$ cat config.mk
export PLATFORM = sky130hd
export DESIGN_NAME = tms34020_mm_seq_flat
export DESIGN_NICKNAME = d
export VERILOG_FILES = /design/src/rtl/tms34020_mm_seq_if.sv /design/src/rtl/tms34020_mm_seq.sv /design/src/flat_wrapper.sv
export SDC_FILE = /design/constraint.sdc
export NUM_CORES = 1
export LEC_CHECK = 0
export ABC_AREA = 1
export CORE_MARGIN = 2
export CORE_UTILIZATION = 30
export CTS_BUF_LIST = sky130_fd_sc_hd__clkbuf_8
export DETAILED_ROUTE_END_ITERATION = 16
export GPL_ROUTABILITY_DRIVEN = 0
export GPL_TIMING_DRIVEN = 0
export SETUP_SLACK_MARGIN = 0.05
export SLEW_MARGIN = 30
export SYNTH_ARGS = -nofsm -noshare
export SYNTH_HDL_FRONTEND = slang
export SYNTH_SLANG_ARGS = --single-unit
$ cat constraint.sdc
create_clock -name CLK -period 2.05 [get_ports CLK]
set_input_delay 0.205 -clock CLK [delete_from_list [all_inputs] [get_ports CLK]]
set_output_delay 0.205 -clock CLK [all_outputs]
set_load 0.005 [all_outputs]
$ cat src/rtl/tms34020_mm_seq_if.sv
// Register-file and memory-bus ports owned by the multi-register move sequencer.
// master = sequencer side, slave = register file / memory side.
interface tms34020_mm_seq_if;
    logic [4:0]  RA_A;
    logic [31:0] RA_Q;
    logic [4:0]  RB_A;
    logic [31:0] RB_Q;
    logic [4:0]  WA_A;
    logic [31:0] WA_D;
    logic        WA_WE;
    logic        MEM_REQ;
    logic        MEM_WE;
    logic [31:0] MEM_ADDR;
    logic [31:0] MEM_WDATA;
    logic [31:0] MEM_RDATA;
    logic        MEM_ACK;

    modport master (
        output RA_A, RB_A, WA_A, WA_D, WA_WE,
        output MEM_REQ, MEM_WE, MEM_ADDR, MEM_WDATA,
        input  RA_Q, RB_Q, MEM_RDATA, MEM_ACK
    );

    modport slave (
        input  RA_A, RB_A, WA_A, WA_D, WA_WE,
        input  MEM_REQ, MEM_WE, MEM_ADDR, MEM_WDATA,
        output RA_Q, RB_Q, MEM_RDATA, MEM_ACK
    );
endinterface

$ cat src/rtl/tms34020_mm_seq.sv
// TMS34020 MMTM/MMFM sequencer: walks a 16-bit register mask, moving one
// register per memory transfer, then writes the updated pointer back.
module tms34020_mm_seq #(
    parameter int unsigned STEP = 32
) (
    input  logic                     CLK,
    input  logic                     RST,
    input  logic                     CE,
    input  logic                     START,
    input  logic                     DIR,
    input  logic                     RFILE,
    input  logic [3:0]               PTR_A,
    input  logic [15:0]              MASK,
    output logic                     BUSY,
    output logic                     DONE,
    tms34020_mm_seq_if.master        bus
);

    localparam logic [31:0] STEP_V = 32'(STEP);

    typedef enum logic [1:0] {S_IDLE, S_PTR, S_XFER, S_FINAL} state_t;

    state_t      state, state_n;
    logic [31:0] ptr_r;
    logic [15:0] rem_r;
    logic [3:0]  cur_r;
    logic        dir_r;
    logic        rfile_r;
    logic [3:0]  pa_r;
    logic [15:0] rem_clr;

    function automatic logic [3:0] hi_bit(input logic [15:0] m);
        logic [3:0] r;
        r = '0;
        for (int unsigned i = 0; i < 16; i++)
            if (m[i]) r = 4'(i);
        return r;
    endfunction

    function automatic logic [3:0] lo_bit(input logic [15:0] m);
        logic [3:0] r;
        r = '0;
        for (int unsigned i = 16; i > 0; i--)
            if (m[i-1]) r = 4'(i - 1);
        return r;
    endfunction

    // Stores walk the list top-down (pre-decrement), loads bottom-up (post-increment).
    function automatic logic [3:0] pick(input logic d, input logic [15:0] m);
        return d ? lo_bit(m) : hi_bit(m);
    endfunction

    assign rem_clr = rem_r & ~(16'd1 << cur_r);

    always_ff @(posedge CLK) begin
        if (RST)
            state <= S_IDLE;
        else if (CE)
            state <= state_n;
    end

    always_comb begin
        state_n = state;
        case (state)
            S_IDLE:  if (START) state_n = S_PTR;
            S_PTR:   state_n = (rem_r == '0) ? S_FINAL : S_XFER;
            S_XFER:  if (bus.MEM_ACK) state_n = (rem_clr == '0) ? S_FINAL : S_XFER;
            S_FINAL: state_n = S_IDLE;
            default: state_n = S_IDLE;
        endcase
    end

    always_ff @(posedge CLK) begin
        if (RST) begin
            ptr_r   <= '0;
            rem_r   <= '0;
            cur_r   <= '0;
            dir_r   <= 1'b0;
            rfile_r <= 1'b0;
            pa_r    <= '0;
        end else if (CE) begin
            case (state)
                S_IDLE: begin
                    if (START) begin
                        dir_r   <= DIR;
                        rfile_r <= RFILE;
                        pa_r    <= PTR_A;
                        rem_r   <= MASK;
                    end
                end
                S_PTR: begin
                    ptr_r <= bus.RA_Q;
                    cur_r <= pick(dir_r, rem_r);
                end
                S_XFER: begin
                    if (bus.MEM_ACK) begin
                        rem_r <= rem_clr;
                        cur_r <= pick(dir_r, rem_clr);
                        ptr_r <= dir_r ? ptr_r + STEP_V : ptr_r - STEP_V;
                    end
                end
                default: ;
            endcase
        end
    end

    always_comb begin
        BUSY          = (state != S_IDLE);
        DONE          = 1'b0;
        bus.RA_A      = {rfile_r, pa_r};
        bus.RB_A      = {rfile_r, cur_r};
        bus.WA_A      = '0;
        bus.WA_D      = '0;
        bus.WA_WE     = 1'b0;
        bus.MEM_REQ   = 1'b0;
        bus.MEM_WE    = 1'b0;
        bus.MEM_ADDR  = '0;
        bus.MEM_WDATA = '0;
        case (state)
            S_XFER: begin
                bus.MEM_REQ = 1'b1;
                if (dir_r) begin
                    bus.MEM_ADDR = ptr_r;
                    if (bus.MEM_ACK) begin
                        bus.WA_WE = 1'b1;
                        bus.WA_A  = {rfile_r, cur_r};
                        bus.WA_D  = bus.MEM_RDATA;
                    end
                end else begin
                    bus.MEM_WE    = 1'b1;
                    bus.MEM_ADDR  = ptr_r - STEP_V;
                    bus.MEM_WDATA = bus.RB_Q;
                end
            end
            S_FINAL: begin
                DONE      = 1'b1;
                bus.WA_WE = 1'b1;
                bus.WA_A  = {rfile_r, pa_r};
                bus.WA_D  = ptr_r;
            end
            default: ;
        endcase
    end

endmodule
$ cat src/flat_wrapper.sv
// flat-port wrapper written by rule: the top's interface ports become plain ports
module tms34020_mm_seq_flat 
#(
    parameter int unsigned STEP = 32
)
  (CLK, RST, CE, START, DIR, RFILE, PTR_A, MASK, BUSY, DONE, bus_RA_A, bus_RB_A, bus_WA_A, bus_WA_D, bus_WA_WE, bus_MEM_REQ, bus_MEM_WE, bus_MEM_ADDR, bus_MEM_WDATA, bus_RA_Q, bus_RB_Q, bus_MEM_RDATA, bus_MEM_ACK);
  tms34020_mm_seq_if bus_i ();
  input  logic CLK;
  input  logic RST;
  input  logic CE;
  input  logic START;
  input  logic DIR;
  input  logic RFILE;
  input  logic [3:0] PTR_A;
  input  logic [15:0] MASK;
  output logic BUSY;
  output logic DONE;
  output wire logic [$bits(bus_i.RA_A)-1:0] bus_RA_A;
  output wire logic [$bits(bus_i.RB_A)-1:0] bus_RB_A;
  output wire logic [$bits(bus_i.WA_A)-1:0] bus_WA_A;
  output wire logic [$bits(bus_i.WA_D)-1:0] bus_WA_D;
  output wire logic [$bits(bus_i.WA_WE)-1:0] bus_WA_WE;
  output wire logic [$bits(bus_i.MEM_REQ)-1:0] bus_MEM_REQ;
  output wire logic [$bits(bus_i.MEM_WE)-1:0] bus_MEM_WE;
  output wire logic [$bits(bus_i.MEM_ADDR)-1:0] bus_MEM_ADDR;
  output wire logic [$bits(bus_i.MEM_WDATA)-1:0] bus_MEM_WDATA;
  input wire logic [$bits(bus_i.RA_Q)-1:0] bus_RA_Q;
  input wire logic [$bits(bus_i.RB_Q)-1:0] bus_RB_Q;
  input wire logic [$bits(bus_i.MEM_RDATA)-1:0] bus_MEM_RDATA;
  input wire logic [$bits(bus_i.MEM_ACK)-1:0] bus_MEM_ACK;
  assign bus_RA_A = bus_i.RA_A;
  assign bus_RB_A = bus_i.RB_A;
  assign bus_WA_A = bus_i.WA_A;
  assign bus_WA_D = bus_i.WA_D;
  assign bus_WA_WE = bus_i.WA_WE;
  assign bus_MEM_REQ = bus_i.MEM_REQ;
  assign bus_MEM_WE = bus_i.MEM_WE;
  assign bus_MEM_ADDR = bus_i.MEM_ADDR;
  assign bus_MEM_WDATA = bus_i.MEM_WDATA;
  assign bus_i.RA_Q = bus_RA_Q;
  assign bus_i.RB_Q = bus_RB_Q;
  assign bus_i.MEM_RDATA = bus_MEM_RDATA;
  assign bus_i.MEM_ACK = bus_MEM_ACK;
  tms34020_mm_seq #(.STEP(STEP)) u_core (.CLK(CLK), .RST(RST), .CE(CE), .START(START), .DIR(DIR), .RFILE(RFILE), .PTR_A(PTR_A), .MASK(MASK), .BUSY(BUSY), .DONE(DONE), .bus(bus_i));
endmodule
==> impl_results.md, run 1 <==
* Outcome: finished, violations left
* Violated checks: setup timing
* Clock tree from TritonCTS: built
* Final setup viols at 45
* Seq/Total Area, Yosys at 20.8%
* DRC at 0
* Detailed Route Iter0 Violations at 1093
* Slew at the pin closest to its max-slew limit at 923 ps
* Hold WS at 367 ps
* Crit share post-route at 122%
* Fillcell total at 1715
* GRT Util Overall at 28.4%
* Number of max-cap violations at 0
* CP arrival at 2310 ps
* Largest net degree at the start of global routing at 11
* DR vias at 8992
* Die Wd at 143 µm
* Post-synth EDFFs at 0
* Tmin final at 2510 ps
* Area of the mapped netlist at 0.00578 mm²
* Die Area at 0.0204 mm²
* DP HPWL at 21400 µm
* Ant. Diodes at 0
* Internal Power at 4.33 mW
* Worst Setup End Kind: output pin
* Peak VDD IR at 0.468 mV
* Logic pwr share at 64.5%
* Syn Inst Count at 1019
* Largest stage delay, worst path at 370 ps
* Clock Skew at 12.0 ps
* Met1 WL at 12100 µm
* Synth top cells by count: nand2_1, inv_1, nor2_1
* H-tree levels at 3
* Sw frac at 44.6%
* Initial Utilization at 30.7%
* Most common cell in the netlist: nand2_1
* RSZ-0062 raised after global routing: true
* Power share of the clock group at 16.4%
* Via density per instance at 5.39
* Gr ovfl total at 0
* Drt first pass iters at 8
* Share of layout cells above drive strength 1 at 40.7%
* LEAKAGE at 5.07 nW
* Critical Path RT at 1850 ps
* Metal2 WL at 15500 µm
* Synth Net Count at 1151
* # IOs at 239
* Layout overhead on the synthesized area at 93.6%
* # rows at 50
* First-pass GRT wire length at 44400 µm
* Yosys warns at 0
* Final Hold Fails at 0
* Area share of the largest cell type after synthesis at 20.8%
* Pre-CTS setup slack at -1320 ps
* Routed WL at 32300 µm
* Clock latency at the later pin of the worst-skew pair at 380 ps
* Flop pwr share at 19.1%
* Final net count at 1534
* Post-synthesis async set-or-reset flop share at 0%
* Vert. Die Dim at 143 µm
* CP Class: flip-flop to output pin
* Hold crit path type: primary input to flip-flop
* Core Area at 0.0188 mm²
* Root Driver: clkbuf_8
* Crit path launch type: flip-flop
* #FFs+latches synth at 60
* Syn Area/Cell at 5.67 µm²
* CTS sink cnt at 60
* Area leader, netlist: dfxtp_1
* Critical path, cell by cell: nor2_4 > nand3_4 > nor2_4 > inv_2 > nor2_4 > inv_2 > buf_6 > nor3_4 > nand2_2 > a21oi_2 > o21ai_2 > a21oi_2 > buf_2
* Number of global-route vias before repair at 8136
* Psw at 3.48 mW
* PwrDens at 698 mW/mm²
* Synth area leaders: dfxtp_1, nand2_1, inv_1
* Reg clk slew, reported paths at 80 ps
* CP top delay family: simple AND/OR/NAND/NOR gates
* Crit Path Max Fanout at 3
* DR WL/cell at 19.4 µm
* Max Clk Rate at 398 MHz
* Buf+Inv Stages, Crit Path at 4
* I/O Buffers at 237
* Initial antenna violation count at 0
* Top Metal Used: met4
* Synth unique cells at 42
* Post-route ant nets at 0
* Post-route worst setup slack at -461 ps
* Max_slew headroom at 38.5%
* Cts bufs inserted at 9
* Synth Flop Type: dfxtp_1
* Metal3 WL at 3400 µm
* Worst-case clock buffer depth at 2
* CP most frequent cell: nor2_4
* CP max stage cell: dfxtp_4
* Slew Viols, Final at 0
## routing by layer
layer,vias to the layer above,global-route usage [%]
met4,0,10.9
met5,-,0
met1,4154,35.2
li1,4165,-
met2,570,47.6
met3,103,6.71
## stage by stage
stage | std cells | cell area (µm²) | utilization, % | total power, mW | TNS, ps
6_report | 1667 | 11200 | 59.4 | 7.81 | -8810
5_1_grt | 1667 | 11200 | 59.4 | 8.18 | -13860
4_1_cts | 1612 | 10100 | 53.8 | 6.74 | -8320
3_5_place_dp | 1516 | 8480 | 45.0 | 4.37 | -100680
3_3_place_gp | 1516 | 8480 | 45.0 | 4.36 | -98840
2_1_floorplan | 1019 | 5780 | - | 3.19 | 0
## final timing paths
kind                                startpoint                       endpoint  slack [ps]  cells after the start
hold / removal                             RST   u_core.rem_r[0]$_SDFFE_PP0P_         370                      4
setup reg to reg  u_core.ptr_r[7]$_SDFFE_PP0P_  u_core.ptr_r[16]$_SDFFE_PP0P_        -150                     15
setup / recovery  u_core.ptr_r[7]$_SDFFE_PP0P_               bus_MEM_ADDR[16]        -460                     13
hold reg to reg   u_core.ptr_r[2]$_SDFFE_PP0P_   u_core.ptr_r[2]$_SDFFE_PP0P_         490                      2
## registers in the layout, indices dropped and copies added (netlist names)
register and cells:
u_core.state 2, u_core.rfile_r 1, u_core.dir_r 1, u_core.cur_r 4, u_core.pa_r 4, u_core.ptr_r 32, u_core.rem_r 16
## what timing repair did
action / CTS / global route
buffers inserted: 84 / 66
resized for setup: 607 / 314
pin swaps: 70 / 94
gates cloned: 3 / 3
hold buffers: 0 / 0
endpoints found under the setup margin: 153 / 146
## tightest hold or removal path: stages
cell      delay, ps
clkbuf_1        190
a21oi_1         170
o21ai_0         100
inv_1            50
## power groups by stage
stage               clock network, mW  registers (mW)  logic (mW)
detailed placement                  0            1.46        2.91
finish                           1.28            1.49        5.04
CTS                              1.28            1.46        4.00
floorplan                           0            1.41        1.78
global route                     1.32            1.50        5.35
global placement                    0            1.46        2.90
## final cells by class
cell class	instances	area [µm²]	area share (%)
clock inverter	6	78.8	0.704
tap	260	325	2.91
buffer	55	515	4.60
sequential	60	1270	11.4
multi-input combinational	736	4980	44.5
timing repair buffer	380	3230	28.9
inverter	160	653	5.83
clock buffer	10	138	1.23
## cell usage in the layout (no fill, tap or decap), types with 11 or more instances in the layout
master	instances
inv_1	125
o211ai_1	20
dfxtp_1	37
inv_4	13
clkbuf_8	13
inv_2	19
nand2_4	11
o21ai_2	11
buf_6	48
buf_4	96
nor2_1	73
clkbuf_1	11
buf_2	84
clkdlybuf4s50_1	133
nand2_2	29
buf_8	11
nor2_2	22
nand3_1	36
clkbuf_2	24
a21oi_2	20
dfxtp_4	17
nand2_1	182
nor2_4	26
o21ai_1	18
nand3_2	13
a21oi_1	73
o22ai_2	28
o21ai_0	46
## logic make-up (layout without fill, tap and decap cells)
logic type	after synthesis	in the layout	synth area share [%]
xor gates and xnor gates	9	9	1.36
buffers and inverters	223	611	14.8
DFF	60	60	20.8
and+or+nand+nor	439	439	32.8
AOI/OAI and AO/OA	279	279	28.3
adders and majority gates	9	9	1.95
No activity file was read; power rests on OpenSTA's default activity.
==> inputs of run 2 (changes only) <==
--- a/config.mk
+++ b/config.mk
@@ -11,7 +11,6 @@
 export CTS_BUF_LIST = sky130_fd_sc_hd__clkbuf_8
 export DETAILED_ROUTE_END_ITERATION = 16
 export GPL_ROUTABILITY_DRIVEN = 0
-export GPL_TIMING_DRIVEN = 0
 export SETUP_SLACK_MARGIN = 0.05
 export SLEW_MARGIN = 30
 export SYNTH_ARGS = -nofsm -noshare
==> impl_results.md, run 2 (synthesis gave the netlist of run 1 again) <==
* DR vias at 8476
* Peak VDD IR at 0.364 mV
* Die Wd at 143 µm
* Drt first pass iters at 5
* Largest regs: u_core.ptr_r (32), u_core.rem_r (16)
* Placed insts at 1600
* First-pass GRT wire length at 41500 µm
* Layout overhead on the synthesized area at 91.9%
* Root Driver: clkbuf_8
* Critical path, cell by cell: buf_6 > nor2_4 > nand3_4 > nor2_4 > buf_4 > buf_4 > buf_4 > buf_4 > buf_4 > nand4_1 > a21oi_2 > o21ai_1 > a21oi_1 > buf_2
* Post-route worst setup slack at -515 ps
* Crit Path Max Fanout at 3
* Placed cell areas at 0.00946 mm²
* CP arrival at 2360 ps
* Final net count at 1541
* Flop pwr share at 19.2%
* R2r setup slk at -220 ps
* Setup TNS at -8430 ps
* Gr ovfl total at 0
* Commonest non-fill, non-tap cells in the layout: nand2_1, buf_4, clkdlybuf4s50_1
* Largest net degree at the start of global routing at 47
* Worst-case clock buffer depth at 2
* Ant. Diodes at 0
* Hold crit path type: primary input to flip-flop
* RSZ-0062 raised after global routing: true
* H-tree levels at 3
* Initial antenna violation count at 0
* Post-route ant nets at 0
* Post-route insts no fill at 1674
* Worst Setup End Kind: output pin
* Cts bufs inserted at 9
* Final Util at 58.9%
* # IOs at 239
* # rows at 50
* Crit path launch type: flip-flop
* Die Area at 0.0204 mm²
* Via density per instance at 5.06
* Post-route cell area at 0.0111 mm²
* Max reg flops at 32
* Number of global-route vias before repair at 8144
* Internal Power at 4.37 mW
* Power share of the clock group at 18.8%
* CTS Hold Bufs at 0
* Final setup viols at 32
* Pwr Total at 7.49 mW
* Final Hold Fails at 0
* Psw at 3.12 mW
* DP HPWL at 18900 µm
* Outcome: finished, violations left
* DRC at 0
* Vert. Die Dim at 143 µm
* LEAKAGE at 5.30 nW
* Routed WL at 27200 µm
* CP Class: flip-flop to output pin
* Buf+Inv Stages, Crit Path at 7
* Reg clk slew, reported paths at 90 ps
* GRT Util Overall at 25.6%
* Crit share post-route at 125%
* CTS sink cnt at 60
* PwrDens at 675 mW/mm²
* Logic pwr share at 62.0%
* Critical Path RT at 1850 ps
* Initial Utilization at 30.7%
* Largest reg by FF count: u_core.ptr_r
* Slew at the pin closest to its max-slew limit at 661 ps
* Clock tree from TritonCTS: built
* CP most frequent cell: buf_4
* Hold WS at 466 ps
* Core Area at 0.0188 mm²
* Slew Viols, Final at 0
* Fillcell total at 1742
* Number of max-cap violations at 0
* Max_slew headroom at 55.9%
* Tmin final at 2570 ps
* Multi-input gate area at 0.00460 mm²
* Largest stage delay, worst path at 350 ps
* Max Clk Rate at 390 MHz
* CP top delay family: buffers and inverters
* Clock latency at the later pin of the worst-skew pair at 370 ps
* Detailed Route Iter0 Violations at 610
* Share of layout cells above drive strength 1 at 32.4%
* Violated checks: setup timing
* DR WL/cell at 16.2 µm
* I/O Buffers at 238
* Reg area at 0.00124 mm²
* Sw frac at 41.6%
* Most common cell after layout, fill and taps aside: nand2_1
* Pre-CTS setup slack at -394 ps
* Clock Skew at 17.7 ps
* CP max stage cell: dfxtp_2
-- run 2: what timing repair did --
action	4_1_cts	5_1_grt
pin swaps	56	96
setup buffers	43	38
endpoints found under the setup margin	118	81
resized for setup	293	186
hold endpoints to repair	0	0
gates cloned	1	0
-- run 2: metal layers --
metal  track usage, %  routed length [µm]  up-vias
met3             4.46                1710       35
li1                 -                   -     4170
met1             32.4               11600     3954
met5                0                   0        -
met2             44.8               13400      317
met4             6.62                 459        0
-- run 2: final cells by class --
type                       count  share of cell area, %
clock buffer                  10                   1.24
clock inverter                 6                   1.00
inverter                     160                   5.77
multi-input combinational    736                   41.4
sequential                    60                   11.2
tap                          260                   2.93
timing repair buffer         442                   36.4
-- run 2: power groups by stage --
| stage | clock network [mW] | logic (mW) | registers [mW] |
|---|---|---|---|
| floorplan | 0 | 1.78 | 1.41 |
| global placement | 0 | 3.42 | 1.42 |
| detailed placement | 0 | 3.44 | 1.42 |
| CTS | 1.42 | 4.18 | 1.41 |
| global route | 1.48 | 5.05 | 1.45 |
| finish | 1.41 | 4.65 | 1.44 |
-- run 2: final timing paths --
path	startpoint	to	cells after the start
worst max register to register	u_core.ptr_r[7]$_SDFFE_PP0P_	u_core.ptr_r[30]$_SDFFE_PP0P_	16
worst min register to register	u_core.ptr_r[0]$_SDFFE_PP0P_	u_core.ptr_r[0]$_SDFFE_PP0P_	2
worst max-delay path	u_core.ptr_r[6]$_SDFFE_PP0P_	bus_MEM_ADDR[18]	14
worst min-delay path	bus_RA_Q[24]	u_core.ptr_r[24]$_SDFFE_PP0P_	3
-- run 2: worst reg2reg max path, delay by kind of cell, from the launching register on --
| family | cells | cell delay (ps) |
|---|---|---|
| buffers and inverters | 7 | 760 |
| DFF | 1 | 380 |
| AOI/OAI and AO/OA | 4 | 460 |
| and+or+nand+nor | 5 | 570 |
